<file path="config.mk">
export PLATFORM = sky130hd
export DESIGN_NAME = ctrl
export DESIGN_NICKNAME = d
export VERILOG_FILES = /design/src/rtl/ctrl_pkg.sv /design/src/rtl/ctrl_aludec.sv /design/src/rtl/ctrl.sv
export SDC_FILE = /design/constraint.sdc
export NUM_CORES = 1
export LEC_CHECK = 0
export BUFFER_PORTS_ARGS = -buffer_cell sky130_fd_sc_hd__buf_2
export CORE_MARGIN = 1.5
export CORE_UTILIZATION = 30
export CTS_BUF_LIST = sky130_fd_sc_hd__clkbuf_4 sky130_fd_sc_hd__clkbuf_8
export CTS_CLUSTER_DIAMETER = 50
export DETAILED_ROUTE_END_ITERATION = 7
export GPL_TIMING_DRIVEN = 0
export PLACE_DENSITY = 0.65
export SLEW_MARGIN = 5
export SYNTH_ARGS = -nofsm -noshare
export SYNTH_HDL_FRONTEND = slang
export SYNTH_SLANG_ARGS = --single-unit
export TNS_END_PERCENT = 30
</file>
<file path="constraint.sdc">
create_clock -name i_clk -period 5.15 [get_ports i_clk]
set_input_delay 0.7725 -clock i_clk [delete_from_list [all_inputs] [get_ports i_clk]]
set_output_delay 0.7725 -clock i_clk [all_outputs]
set_load 0.03 [all_outputs]
</file>
<file path="src/rtl/ctrl_pkg.sv">
// ctrl_pkg: shared encodings for the RV32I multi-cycle control sequencer.
//   - RV32I major opcode constants
//   - sequencer state enum (TRAP state only exists when CTRL_TRAP_EN is defined)
//   - ALU operation, immediate format and register write-data select encodings
//   - ctrl_sig_t: bundle of every datapath control output
//   - insn_illegal(): legality of opcode/funct3 given the OP/OP-IMM legality bit
package ctrl_pkg;

   localparam logic [6:0] OPC_LOAD   = 7'b0000011;
   localparam logic [6:0] OPC_FENCE  = 7'b0001111;
   localparam logic [6:0] OPC_OPIMM  = 7'b0010011;
   localparam logic [6:0] OPC_AUIPC  = 7'b0010111;
   localparam logic [6:0] OPC_STORE  = 7'b0100011;
   localparam logic [6:0] OPC_OP     = 7'b0110011;
   localparam logic [6:0] OPC_LUI    = 7'b0110111;
   localparam logic [6:0] OPC_BRANCH = 7'b1100011;
   localparam logic [6:0] OPC_JALR   = 7'b1100111;
   localparam logic [6:0] OPC_JAL    = 7'b1101111;
   localparam logic [6:0] OPC_SYSTEM = 7'b1110011;

   typedef enum logic [2:0] {
      ST_FETCH,
      ST_DECODE,
      ST_EXEC,
      ST_MEM,
      ST_WB
`ifdef CTRL_TRAP_EN
      , ST_TRAP
`endif
   } state_e;

   typedef enum logic [3:0] {
      ALU_ADD    = 4'd0,
      ALU_SUB    = 4'd1,
      ALU_SLL    = 4'd2,
      ALU_SLT    = 4'd3,
      ALU_SLTU   = 4'd4,
      ALU_XOR    = 4'd5,
      ALU_SRL    = 4'd6,
      ALU_SRA    = 4'd7,
      ALU_OR     = 4'd8,
      ALU_AND    = 4'd9,
      ALU_PASS_B = 4'd10
   } alu_op_e;

   localparam logic [2:0] IMM_I = 3'd0;
   localparam logic [2:0] IMM_S = 3'd1;
   localparam logic [2:0] IMM_B = 3'd2;
   localparam logic [2:0] IMM_U = 3'd3;
   localparam logic [2:0] IMM_J = 3'd4;

   localparam logic [1:0] WSEL_ALU = 2'd0;
   localparam logic [1:0] WSEL_MEM = 2'd1;
   localparam logic [1:0] WSEL_PC4 = 2'd2;

   localparam logic [1:0] SIZE_WORD = 2'b10;

   typedef struct packed {
      logic       ir_we;
      logic       pc_we;
      logic       pc_sel;
      logic       rf_we;
      logic [1:0] rf_wsel;
      logic [3:0] alu_op;
      logic       alu_src_a;
      logic       alu_src_b;
      logic [2:0] imm_sel;
      logic       mem_req;
      logic       mem_we;
      logic       mem_addr_sel;
      logic [1:0] mem_size;
      logic       retire;
      logic       trap;
   } ctrl_sig_t;

   // alu_legal carries the funct7 checks for OP/OP-IMM; everything else is
   // decided from opcode and funct3 alone. Unlisted opcodes (including
   // SYSTEM and anything with opcode[1:0] != 2'b11) fall to the default.
   function automatic logic insn_illegal(input logic [6:0] opc,
                                         input logic [2:0] f3,
                                         input logic       alu_legal);
      case (opc)
         OPC_OP, OPC_OPIMM:                      insn_illegal = !alu_legal;
         OPC_LUI, OPC_AUIPC, OPC_JAL, OPC_FENCE: insn_illegal = 1'b0;
         OPC_LOAD:   insn_illegal = (f3 == 3'b011) || (f3[2:1] == 2'b11);
         OPC_STORE:  insn_illegal = (f3 > 3'b010);
         OPC_BRANCH: insn_illegal = (f3[2:1] == 2'b01);
         OPC_JALR:   insn_illegal = (f3 != 3'b000);
         default:    insn_illegal = 1'b1;
      endcase
   endfunction

endpackage

</file>
<file path="src/rtl/ctrl_aludec.sv">
// ctrl_aludec: combinational ALU operation decode.
//   i_opcode/i_funct3/i_funct7 : instruction fields
//   o_alu_op                   : ALU operation (ctrl_pkg encoding)
//   o_alu_legal                : 0 when an OP/OP-IMM funct7 is not a valid RV32I encoding
// Non-OP opcodes decode to ADD (address/target computation), LUI to PASS_B.
module ctrl_aludec
   import ctrl_pkg::*;
(
   input  logic [6:0] i_opcode,
   input  logic [2:0] i_funct3,
   input  logic [6:0] i_funct7,
   output logic [3:0] o_alu_op,
   output logic       o_alu_legal
);

   logic is_op, is_imm;

   assign is_op  = (i_opcode == OPC_OP);
   assign is_imm = (i_opcode == OPC_OPIMM);

   always_comb begin
      o_alu_op    = ALU_ADD;
      o_alu_legal = 1'b1;
      if (i_opcode == OPC_LUI) begin
         o_alu_op = ALU_PASS_B;
      end else if (is_op || is_imm) begin
         case (i_funct3)
            // funct7[5] selects SUB only for register-register; for ADDI it is immediate bits
            3'b000: o_alu_op = (is_op && i_funct7[5]) ? ALU_SUB : ALU_ADD;
            3'b001: o_alu_op = ALU_SLL;
            3'b010: o_alu_op = ALU_SLT;
            3'b011: o_alu_op = ALU_SLTU;
            3'b100: o_alu_op = ALU_XOR;
            3'b101: o_alu_op = i_funct7[5] ? ALU_SRA : ALU_SRL;
            3'b110: o_alu_op = ALU_OR;
            3'b111: o_alu_op = ALU_AND;
         endcase
         if (is_op)
            o_alu_legal = (i_funct7 == 7'b0000000) ||
                          ((i_funct7 == 7'b0100000) &&
                           ((i_funct3 == 3'b000) || (i_funct3 == 3'b101)));
         else if (i_funct3 == 3'b001)
            o_alu_legal = (i_funct7 == 7'b0000000);
         else if (i_funct3 == 3'b101)
            o_alu_legal = (i_funct7 == 7'b0000000) || (i_funct7 == 7'b0100000);
      end
   end

endmodule

</file>
<file path="src/rtl/ctrl.sv">
// ctrl: multi-cycle RV32I control sequencer (FETCH/DECODE/EXEC/MEM/WB[/TRAP]).
// Inputs : i_clk, i_rst_n (async active-low), i_opcode/i_funct3/i_funct7 from IR,
//          i_mem_ack (memory completes request this cycle), i_br_taken (valid in EXEC).
// Outputs: IR/PC/RF enables and selects, ALU op/operand/immediate selects,
//          shared memory request (req/we/addr_sel/size), o_retire pulse, o_trap.
// Outputs are combinational from state and fields; all forced to 0 while reset
// is asserted, so a pending memory request drops the moment reset goes low.
// Macro CTRL_TRAP_EN: when defined, illegal instructions lock into TRAP with
// o_trap=1; when undefined, illegal instructions retire as a no-op like FENCE.
module ctrl
   import ctrl_pkg::*;
(
   input  logic       i_clk,
   input  logic       i_rst_n,
   input  logic [6:0] i_opcode,
   input  logic [2:0] i_funct3,
   input  logic [6:0] i_funct7,
   input  logic       i_mem_ack,
   input  logic       i_br_taken,
   output logic       o_ir_we,
   output logic       o_pc_we,
   output logic       o_pc_sel,
   output logic       o_rf_we,
   output logic [1:0] o_rf_wsel,
   output logic [3:0] o_alu_op,
   output logic       o_alu_src_a,
   output logic       o_alu_src_b,
   output logic [2:0] o_imm_sel,
   output logic       o_mem_req,
   output logic       o_mem_we,
   output logic       o_mem_addr_sel,
   output logic [1:0] o_mem_size,
   output logic       o_retire,
   output logic       o_trap
);

   state_e    state;
   ctrl_sig_t sig, sig_o;
   logic [3:0] alu_op;
   logic       alu_legal, illegal;
   logic       is_load, is_store, is_branch, is_jump, is_fence, exec_fence, sel_en;

   ctrl_aludec u_aludec (
      .i_opcode   (i_opcode),
      .i_funct3   (i_funct3),
      .i_funct7   (i_funct7),
      .o_alu_op   (alu_op),
      .o_alu_legal(alu_legal)
   );

   assign illegal   = insn_illegal(i_opcode, i_funct3, alu_legal);
   assign is_load   = (i_opcode == OPC_LOAD);
   assign is_store  = (i_opcode == OPC_STORE);
   assign is_branch = (i_opcode == OPC_BRANCH);
   assign is_jump   = (i_opcode == OPC_JAL) || (i_opcode == OPC_JALR);
   assign is_fence  = (i_opcode == OPC_FENCE);

   // EXEC-terminating no-op path. With traps enabled an illegal instruction
   // never gets past DECODE, so only FENCE takes it.
`ifdef CTRL_TRAP_EN
   assign exec_fence = is_fence;
`else
   assign exec_fence = is_fence || illegal;
`endif

   always_ff @(posedge i_clk or negedge i_rst_n) begin
      if (!i_rst_n) begin
         state <= ST_FETCH;
      end else begin
         case (state)
            ST_FETCH:  if (i_mem_ack) state <= ST_DECODE;
`ifdef CTRL_TRAP_EN
            ST_DECODE: state <= illegal ? ST_TRAP : ST_EXEC;
            ST_TRAP:   state <= ST_TRAP;
`else
            ST_DECODE: state <= ST_EXEC;
`endif
            ST_EXEC: begin
               if (exec_fence || is_branch)  state <= ST_FETCH;
               else if (is_load || is_store) state <= ST_MEM;
               else                          state <= ST_WB;
            end
            ST_MEM:    if (i_mem_ack) state <= is_load ? ST_WB : ST_FETCH;
            ST_WB:     state <= ST_FETCH;
            default:   state <= ST_FETCH;
         endcase
      end
   end

   // ALU selects are held from DECODE through WB: the ALU result feeds the
   // memory address in MEM and the write data / jump target in WB.
   assign sel_en = (state == ST_DECODE) || (state == ST_EXEC) ||
                   (state == ST_MEM)    || (state == ST_WB);

   always_comb begin
      sig = '0;
      if (sel_en) begin
         sig.alu_op = alu_op;
         case (i_opcode)
            OPC_OPIMM, OPC_LOAD, OPC_JALR: begin sig.alu_src_b = 1'b1; sig.imm_sel = IMM_I; end
            OPC_STORE:  begin sig.alu_src_b = 1'b1; sig.imm_sel = IMM_S; end
            OPC_LUI:    begin sig.alu_src_b = 1'b1; sig.imm_sel = IMM_U; end
            OPC_AUIPC:  begin sig.alu_src_a = 1'b1; sig.alu_src_b = 1'b1; sig.imm_sel = IMM_U; end
            OPC_JAL:    begin sig.alu_src_a = 1'b1; sig.alu_src_b = 1'b1; sig.imm_sel = IMM_J; end
            // ALU forms PC+imm as the target; the compare result arrives on i_br_taken
            OPC_BRANCH: begin sig.alu_src_a = 1'b1; sig.alu_src_b = 1'b1; sig.imm_sel = IMM_B; end
            default: ;
         endcase
      end
      case (state)
         ST_FETCH: begin
            sig.mem_req  = 1'b1;
            sig.mem_size = SIZE_WORD;
            sig.ir_we    = i_mem_ack;
         end
         ST_EXEC: begin
            if (exec_fence) begin
               sig.pc_we  = 1'b1;
               sig.retire = 1'b1;
            end else if (is_branch) begin
               sig.pc_we  = 1'b1;
               sig.pc_sel = i_br_taken;
               sig.retire = 1'b1;
            end
         end
         ST_MEM: begin
            sig.mem_req      = 1'b1;
            sig.mem_addr_sel = 1'b1;
            sig.mem_we       = is_store;
            sig.mem_size     = i_funct3[1:0];
            if (i_mem_ack && is_store) begin
               sig.pc_we  = 1'b1;
               sig.retire = 1'b1;
            end
         end
         ST_WB: begin
            sig.rf_we  = 1'b1;
            sig.pc_we  = 1'b1;
            sig.retire = 1'b1;
            if (is_jump) begin
               sig.rf_wsel = WSEL_PC4;
               sig.pc_sel  = 1'b1;
            end else if (is_load) begin
               sig.rf_wsel = WSEL_MEM;
            end else begin
               sig.rf_wsel = WSEL_ALU;
            end
         end
`ifdef CTRL_TRAP_EN
         ST_TRAP: sig.trap = 1'b1;
`endif
         default: ;
      endcase
   end

   assign sig_o = i_rst_n ? sig : '0;

   assign o_ir_we        = sig_o.ir_we;
   assign o_pc_we        = sig_o.pc_we;
   assign o_pc_sel       = sig_o.pc_sel;
   assign o_rf_we        = sig_o.rf_we;
   assign o_rf_wsel      = sig_o.rf_wsel;
   assign o_alu_op       = sig_o.alu_op;
   assign o_alu_src_a    = sig_o.alu_src_a;
   assign o_alu_src_b    = sig_o.alu_src_b;
   assign o_imm_sel      = sig_o.imm_sel;
   assign o_mem_req      = sig_o.mem_req;
   assign o_mem_we       = sig_o.mem_we;
   assign o_mem_addr_sel = sig_o.mem_addr_sel;
   assign o_mem_size     = sig_o.mem_size;
   assign o_retire       = sig_o.retire;
   assign o_trap         = sig_o.trap;

endmodule

</file>
==> results.py, run 1 <==
metrics = {
    "pwr": {
        "pwr-share-clk": 0.197,
        "p_seq_frac": 0.180,
        "power_frac_comb": 0.623,
        "p_switching_mw": 0.129,
        "leakagePower_nw": 0.478,
        "max-vdd-ir-drop_v": 0.000251,
        "p_int_mw": 0.121,
        "switching_share": 0.518,
        "power_density_nw_per_um2": 249,
    },
    "timing": {
        "rsz0062_at_grt": "false",
        "hold_violations": 0,
        "period_minus_slack_ns": 3.19,
        "fmax_ghz": 0.314,
        "clock_skew_ns": 0.00386,
        "slew_viol_final": 0,
        "fin_setup_tns_ns": 0,
        "fin_crit_sh": 0.619,
        "setup_ws_ns": 1.96,
        "setup_viol": 0,
    },
    "global_route": {
        "grt-ovfl-total": 0,
        "antenna_found_initial": 0,
        "grt_pass1_vias": 894,
        "grt_use_total": 0.179,
        "grt_pass1_wl_mm": 3.77,
        "grt_max_degree": 11,
    },
    "clock_tree": {
        "cts_root_buffer": "clkbuf_4",
        "ctsResizeCount": 0,
        "cts_tree": "built",
        "hold_buffers": 0,
        "htreeDepth": 1,
        "clk_pin_slew_worst_paths_ns": 0.04,
        "numCtsBuffers": 3,
        "post-cts-setup-buffer-count": 0,
        "clk_latency_ns": 0.24,
        "cts_buffer_depth": 2,
        "clock_sinks": 3,
    },
    "critical_path": {
        "crit_path_end_kind": "output port",
        "crit_type": "primary input to output port",
        "crit_arrival_ns": 2.42,
        "critPathLaunchType": "primary input",
        "r2r_cells": 5,
        "critPathRequiredTime_ns": 4.38,
        "cp_max_fo": 8,
    },
    "routing": {
        "ant_nets": 0,
        "wire_per_inst_um": 12.3,
        "vias": 974,
        "drc_errors": 0,
        "drt_iter0_markers": 32,
        "vias_per_cell": 5.24,
        "first_pass_iters": 4,
        "wl_mm": 2.30,
    },
    "floorplanning": {
        "core_um2": 2280,
        "start_util": 0.328,
        "fp.dieH_um": 52.9,
        "io_pins": 43,
        "dieArea_um2": 2800,
        "fp.dieW_um": 52.9,
        "rows": 17,
    },
    "final_layout": {
        "num_antenna_cells": 0,
        "regMostFlops": "state",
        "area_delta_synth_final_pct": 34.2,
        "finish.utilization": 0.440,
        "top_regs": "state: 3 flops",
        "drive_gt1_frac": 0.335,
        "layout.nets": 180,
        "largest_reg_flops": 3,
    },
    "synth": {
        "netlist-cell-type-count": 46,
        "yosysMostFrequentCell": "nor2_1",
        "synth_edf_count": 0,
        "yosysTopAreaCell": "dfrtp_1",
        "synth.area.top_cells": "dfrtp_1 (10%), nor2_1 (7.5%), a21oi_1 (5.4%), nor3_1 (5.4%), nand2_1 (5.0%)",
        "synth_seq_cells": 3,
        "synth_flop_cell": "dfrtp_1",
        "synth_top_area_share": 0.101,
        "synth_nets": 137,
        "syn-cell-area_um2": 747,
        "ys_warn_count": 0,
        "ys_async_sr_fraction": 1.00,
        "syn_inst": 116,
        "ys_seq_area_frac": 0.101,
        "avgSynthCellArea_um2": 6.44,
        "synthTopCellsByCount": "nor2_1 (15), nand2_1 (10), a21oi_1 (8), nor3_1 (8), inv_1 (7)",
    },
    "placement": {
        "pre_cts_ws_ns": 1.99,
        "dp_hpwl_mm": 1.76,
        "portBuffers": 38,
        "gp_congestion": 0.806,
    },
    "run": {
        "drv_cap": 0,
    },
    "min_path": {
        "min_path_type": "primary input to asynchronous set/reset pin",
    },
    "status": {
        "status": "complete, no violations",
    },
}
-- path summary, 6_finish.rpt --
| kind | slack [ns] | startpoint | end |
|---|---|---|---|
| min reg2reg | 0.60 | state[0]$_DFFE_PN0P_ | state[0]$_DFFE_PN0P_ |
| max reg2reg | 3.76 | state[0]$_DFFE_PN0P_ | state[2]$_DFFE_PN0P_ |
| min in group i_clk | 0.60 | state[0]$_DFFE_PN0P_ | state[0]$_DFFE_PN0P_ |
| max in group asynchronous | 4.63 | i_rst_n | state[1]$_DFFE_PN0P_ |
| max | 1.96 | i_opcode[3] | o_retire |
| min | 0.36 | i_rst_n | state[2]$_DFFE_PN0P_ |
-- layout make-up --
type                       instances  area [um2]
timing repair buffer              38         190
clock buffer                       4        30.0
inverter                           7        26.3
tap                               28        35.0
multi-input combinational         97         596
sequential                         3        75.1
buffer                             9        50.0
fill                             253        1270
-- power groups by stage --
stage | clock network, mW | registers [mW] | logic (mW)
finish | 0.0493 | 0.0449 | 0.156
global route | 0.0549 | 0.0463 | 0.171
CTS | 0.0506 | 0.0442 | 0.156
detailed placement | 0 | 0.0441 | 0.154
global placement | 0 | 0.0431 | 0.152
floorplan | 0 | 0.0418 | 0.114
-- metrics by stage --
step | total power [mW] | instances | area [um2] | hold WS [ns]
after CTS | 0.251 | 186 | 1000 | 0.354
after global routing | 0.273 | 186 | 1000 | 0.346
final | 0.250 | 186 | 1000 | 0.355
after floorplan | 0.156 | 116 | 747 | 0.477
after detailed placement | 0.198 | 182 | 972 | 0.563
after global placement | 0.195 | 182 | 972 | 0.550
-- cell families (layout without fill, tap and decap cells) --
family / after synthesis / in the layout / synth area share
simple gates: 65 / 65 / 0.481
flops: 3 / 3 / 0.100
compound gates: 28 / 28 / 0.276
xor+xnor: 3 / 3 / 0.0352
other cells: 1 / 1 / 0.00502
buf+inv: 16 / 58 / 0.102
-- critical path: stages --
cell and delay [ns]:
buf_2 0.14, nand4bb_1 0.19, clkbuf_1 0.20, nor2_1 0.28, o221ai_1 0.23, a31oi_1 0.18
o21a_1 0.15, buf_4 0.10, buf_2 0.18
-- routing by layer --
metal / up-vias / global-route usage / wire (um) / share of wire
li1: 496 / - / - / -
met1: 440 / 0.211 / 950 / 0.41
met2: 36 / 0.323 / 1200 / 0.52
met3: 2 / 0.0395 / 130 / 0.057
met4: 0 / 0.0470 / 14 / 0.0061
met5: - / 0 / 0 / 0
-- placed cells by master (no fill, tap or decap), types with 4 or more instances in the layout --
master    count
clkbuf_1      5
nand3_1       5
a21oi_1       8
buf_2        39
clkbuf_4      4
nor2_1       15
nand3b_1      4
inv_1         7
nor3_1        8
nand2_1      10
Note: power is estimated with default switching activity, not from simulation.
==> run 2: changes to the inputs <==
Settings changed: PLACE_DENSITY 0.65 to 0.68.
Clock period 5.15 ns to 2.7 ns, I/O delays scaled along.
==> results.py, run 2 (synthesized netlist as in run 1, its figures left out) <==
metrics = {
    "final_layout": {
        "nFillCells": 234,
        "layout_common_cells": "buf_2 (39), nor2_1 (14), nand2_1 (10)",
        "area.sequential_um2": 75.1,
        "drive_gt1_frac": 0.340,
        "final_common_cell": "buf_2",
        "top_regs": "state: 3 flops",
        "layout.nets": 181,
        "regMostFlops": "state",
        "num_antenna_cells": 0,
        "layout.cells.non_filler": 187,
        "largest_reg_flops": 3,
        "area_delta_synth_final_pct": 35.8,
        "multi_input_area_um2": 598,
    },
    "timing": {
        "hold_violations": 0,
        "period_minus_slack_ns": 2.59,
        "fin_setup_tns_ns": 0,
        "rsz0062_at_grt": "false",
        "fmax_ghz": 0.386,
        "slew_viol_final": 0,
        "clock_skew_ns": 0.0176,
        "fin_crit_sh": 0.960,
        "setup_viol": 0,
    },
    "routing": {
        "vias": 1004,
        "first_pass_iters": 4,
        "drt_iter0_markers": 20,
        "wire_per_inst_um": 12.1,
        "vias_per_cell": 5.37,
        "drc_errors": 0,
        "ant_nets": 0,
        "wl_mm": 2.26,
    },
    "global_route": {
        "grt_use_total": 0.157,
        "antenna_found_initial": 0,
        "grt_pass1_wl_mm": 3.37,
        "grt-ovfl-total": 0,
        "grt_max_degree": 11,
        "grt_pass1_vias": 836,
    },
    "pwr": {
        "power_frac_comb": 0.621,
        "max-vdd-ir-drop_v": 0.000381,
        "leakagePower_nw": 0.482,
        "p_seq_frac": 0.182,
        "p_int_mw": 0.233,
        "p_switching_mw": 0.244,
        "power_density_nw_per_um2": 470,
        "switching_share": 0.512,
        "pwr-share-clk": 0.198,
    },
    "clock_tree": {
        "cts_root_buffer": "clkbuf_4",
        "htreeDepth": 1,
        "clk_latency_ns": 0.25,
        "cts_tree": "built",
        "clk_pin_slew_worst_paths_ns": 0.05,
        "clock_sinks": 3,
        "numCtsBuffers": 3,
        "post-cts-setup-buffer-count": 0,
        "cts_buffer_depth": 2,
    },
    "run": {
        "drv_cap": 0,
    },
    "critical_path": {
        "crit_path_cell_trace": "dlygate4sd3_1 > buf_2 > nand2_1 > a2111oi_0 > o21a_1 > buf_2",
        "cp_num_buf_inv": 3,
        "cp_max_fo": 9,
        "critPathLaunchType": "primary input",
        "crit_path_end_kind": "output port",
        "crit-reg2reg-launch": "state[2]$_DFFE_PN0P_",
        "crit_type": "primary input to output port",
        "crit_path_frequent_cell": "buf_2",
        "critical-path-slowest-cell": "dlygate4sd3_1",
        "rr_endpoint": "state[2]$_DFFE_PN0P_",
        "r2r_cells": 5,
        "r2r_slack_ns": 1.33,
        "cp_slowest_stage_delay_ns": 0.52,
        "path_delay_family": "buffers and inverters",
        "crit_arrival_ns": 2.19,
        "critPathRequiredTime_ns": 2.30,
    },
    "placement": {
        "gp_congestion": 0.882,
        "dp.cells": 182,
        "dp_hpwl_mm": 1.74,
        "portBuffers": 38,
    },
    "status": {
        "status": "complete, no violations",
    },
    "min_path": {
        "holdPathStages": 2,
        "hold_end": "state[0]$_DFFE_PN0P_",
        "min_path_type": "primary input to flop",
        "min-delay-start": "i_mem_ack",
    },
    "floorplanning": {
        "fp.dieH_um": 52.9,
        "start_util": 0.328,
        "dieArea_um2": 2800,
        "rows": 17,
        "io_pins": 43,
        "core_um2": 2280,
        "fp.dieW_um": 52.9,
    },
}
run 2: cell count changes in the layout (fill, tap and decap cells not counted), sizes merged:
| cell | delta |
|---|---|
| dlygate4sd3 | +1 |
run 2: what timing repair did:
item,in CTS,in global routing
setup endpoints to repair,0,1
resized for setup,0,1
hold endpoints to repair,2,0
hold buffers,1,0
run 2: per-stage QoR:
stage               hold WS (ns)  area (um2)   util  worst slack [ns]  total power, mW
floorplan                  0.109         747      -             0.389            0.297
detailed placement         0.249         972  0.427             0.246            0.376
global placement           0.245         972  0.427             0.272            0.372
CTS                        0.411        1010  0.445             0.102            0.472
global route               0.430        1010  0.446           0.00147            0.516
finish                     0.416        1010  0.446             0.108            0.477
run 2: power by group through the flow:
stage	clock network, mW	logic, mW	registers, mW
2_1_floorplan	0	0.218	0.0797
3_3_place_gp	0	0.289	0.0827
3_5_place_dp	0	0.292	0.0845
4_1_cts	0.0956	0.294	0.0832
5_1_grt	0.103	0.324	0.0883
6_report	0.0943	0.296	0.0866
run 2: worst register-to-register path, delay by kind of cell (launching register included):
family,cells,cell delay [ns]
flip-flops,1,0.35
AND/OR/NAND/NOR,3,0.50
buffers and inverters,1,0.21
AO/OA/AOI/OAI,1,0.23
run 2: area by class of cell:
cell class,count,area share
inverter,7,0.0259
tap,28,0.0345
buffer,9,0.0493
multi-input combinational,97,0.589
sequential,3,0.0740
timing repair buffer,39,0.197
clock buffer,4,0.0296
run 2: layer usage:
| layer | global-route usage | wire [um] |
|---|---|---|
| met4 | 0.0641 | 0 |
| met1 | 0.183 | 945 |
| met3 | 0.0367 | 135 |
| met2 | 0.273 | 1180 |
| met5 | 0 | 0 |
run 2: worst max-delay path by stage:
stage | start | endpoint | slack [ns] | depth (start not counted)
detailed placement | i_funct3[2] | o_retire | 0.25 | 9
global placement | i_opcode[3] | o_retire | 0.27 | 9
floorplan | i_opcode[6] | o_retire | 0.39 | 7
global route | i_rst_n | o_alu_op[0] | 0.001 | 6
finish | i_rst_n | o_alu_op[0] | 0.11 | 6
CTS | state[0]$_DFFE_PN0P_ | o_alu_op[0] | 0.10 | 6
==> run 3: changes to the inputs <==
--- a/config.mk
+++ b/config.mk
@@ -13,5 +13,5 @@
 export DETAILED_ROUTE_END_ITERATION = 7
 export GPL_TIMING_DRIVEN = 0
-export PLACE_DENSITY = 0.68
+export PLACE_DENSITY = 0.65
 export SLEW_MARGIN = 5
 export SYNTH_ARGS = -nofsm -noshare
==> constraint.sdc (replaced) <==
create_clock -name i_clk -period 3 [get_ports i_clk]
set_input_delay 0.45 -clock i_clk [delete_from_list [all_inputs] [get_ports i_clk]]
set_output_delay 0.45 -clock i_clk [all_outputs]
set_load 0.1 [all_outputs]
==> results.py, run 3 (synthesized netlist as in run 1, its figures left out) <==
metrics = {
    "final_layout": {
        "fin_area_um2": 1020,
        "area.sequential_um2": 75.1,
        "layout.nets": 180,
        "final_common_cell": "buf_2",
        "top_regs": "state: 3 flops",
        "regMostFlops": "state",
        "multi_input_area_um2": 609,
        "num_antenna_cells": 0,
        "layout_common_cells": "buf_2 (38), nor2_1 (14), nand2_1 (10)",
        "area_delta_synth_final_pct": 36.3,
        "largest_reg_flops": 3,
        "drive_gt1_frac": 0.354,
        "nFillCells": 242,
    },
    "critical_path": {
        "crit_path_end_kind": "output port",
        "r2r_slack_ns": 1.59,
        "rr_endpoint": "state[2]$_DFFE_PN0P_",
        "critPathLaunchType": "flop",
        "critPathRequiredTime_ns": 2.55,
        "crit-reg2reg-launch": "state[2]$_DFFE_PN0P_",
        "r2r_cells": 5,
        "cp_max_fo": 9,
        "crit_arrival_ns": 2.38,
        "crit_type": "flop to output port",
    },
    "clock_tree": {
        "clock_sinks": 3,
        "numCtsBuffers": 3,
        "cts_tree": "built",
        "clk_latency_ns": 0.24,
        "clk_pin_slew_worst_paths_ns": 0.04,
        "htreeDepth": 1,
        "cts_buffer_depth": 2,
        "cts_root_buffer": "clkbuf_4",
    },
    "timing": {
        "fin_setup_tns_ns": 0,
        "setup_ws_ns": 0.171,
        "fin_crit_sh": 0.943,
        "period_minus_slack_ns": 2.83,
        "fmax_ghz": 0.354,
        "rsz0062_at_grt": "false",
        "setup_viol": 0,
        "slew_viol_final": 0,
        "clock_skew_ns": 0.00892,
        "whs_ns": 0.0459,
        "hold_violations": 0,
    },
    "placement": {
        "dp_hpwl_mm": 1.66,
        "placed_area_um2": 985,
        "pre_cts_ws_ns": 0.257,
        "gp_congestion": 0.845,
        "portBuffers": 38,
    },
    "routing": {
        "wire_per_inst_um": 11.9,
        "wl_mm": 2.21,
        "drt_iter0_markers": 23,
        "vias_per_cell": 5.21,
        "vias": 969,
        "drc_errors": 0,
        "first_pass_iters": 4,
        "ant_nets": 0,
    },
    "min_path": {
        "min_path_type": "primary input to asynchronous set/reset pin",
    },
    "global_route": {
        "grt_max_degree": 11,
        "grt-ovfl-total": 0,
        "grt_use_total": 0.157,
        "grt_pass1_vias": 781,
        "antenna_found_initial": 0,
        "grt_pass1_wl_mm": 3.40,
    },
    "pwr": {
        "power_density_nw_per_um2": 558,
        "leakagePower_nw": 0.477,
        "max-vdd-ir-drop_v": 0.000470,
    },
    "floorplanning": {
        "core_um2": 2280,
        "rows": 17,
        "start_util": 0.328,
        "fp.dieW_um": 52.9,
        "fp.dieH_um": 52.9,
        "io_pins": 43,
        "dieArea_um2": 2800,
    },
    "run": {
        "drv_cap": 0,
    },
    "status": {
        "status": "complete, no violations",
    },
}
-- run 3: final cells by class --
type | instances | area share
tap | 28 | 0.0344
clock buffer | 4 | 0.0295
buffer | 9 | 0.0491
sequential | 3 | 0.0737
timing repair buffer | 38 | 0.189
inverter | 7 | 0.0258
multi-input combinational | 97 | 0.598
-- run 3: worst max-delay path, cell delays in order, from the launching register on --
cell and delay, ns:
dfrtp_1 0.44, nor2_1 0.32, xnor2_1 0.16, nand2_1 0.23, a2111oi_1 0.50, o21a_1 0.18, clkbuf_4 0.32
-- run 3: how the worst max path moves through the flow --
stage                                    start      endpoint  slack, ns  cells past startpoint
after global placement             i_funct3[1]      o_retire       0.28                      8
after CTS                 state[0]$_DFFE_PN0P_   o_alu_op[0]       0.12                      6
after global routing      state[0]$_DFFE_PN0P_   o_alu_op[0]       0.03                      6
after detailed placement           i_opcode[3]      o_retire       0.26                      9
final                     state[0]$_DFFE_PN0P_   o_alu_op[0]       0.17                      6
after floorplan                    i_opcode[6]  o_imm_sel[2]      -0.59                      4
-- run 3: per-stage QoR --
stage	std cells	total power, mW	utilization
global placement	182	0.480	0.433
CTS	186	0.571	0.446
global route	186	0.607	0.447
finish	186	0.569	0.447
detailed placement	182	0.485	0.433
floorplan	116	0.412	-
-- run 3: timing repair --
action / 4_1_cts / 5_1_grt
setup endpoints to repair: 0 / 1
hold buffers: 0 / 0
gates resized for setup: 0 / 2
setup buffers: 0 / 0
hold endpoints to repair: 0 / 0
-- run 3: routing by layer --
metal / wire [um] / GRT usage / up-vias / share of wire
li1: - / - / 498 / -
met1: 1000 / 0.218 / 429 / 0.45
met2: 1040 / 0.260 / 42 / 0.47
met3: 162 / 0.0198 / 0 / 0.073
met4: 0 / 0.0256 / 0 / 0
met5: 0 / 0 / - / 0
-- run 3: power breakdown --
group / leakage, nW / switching (mW) / total, mW / internal [mW]
Clock: 0.0184 / 0.0239 / 0.0829 / 0.0590
Combinational: 0.420 / 0.316 / 0.409 / 0.0933
Sequential: 0.0384 / 0.0226 / 0.0769 / 0.0543
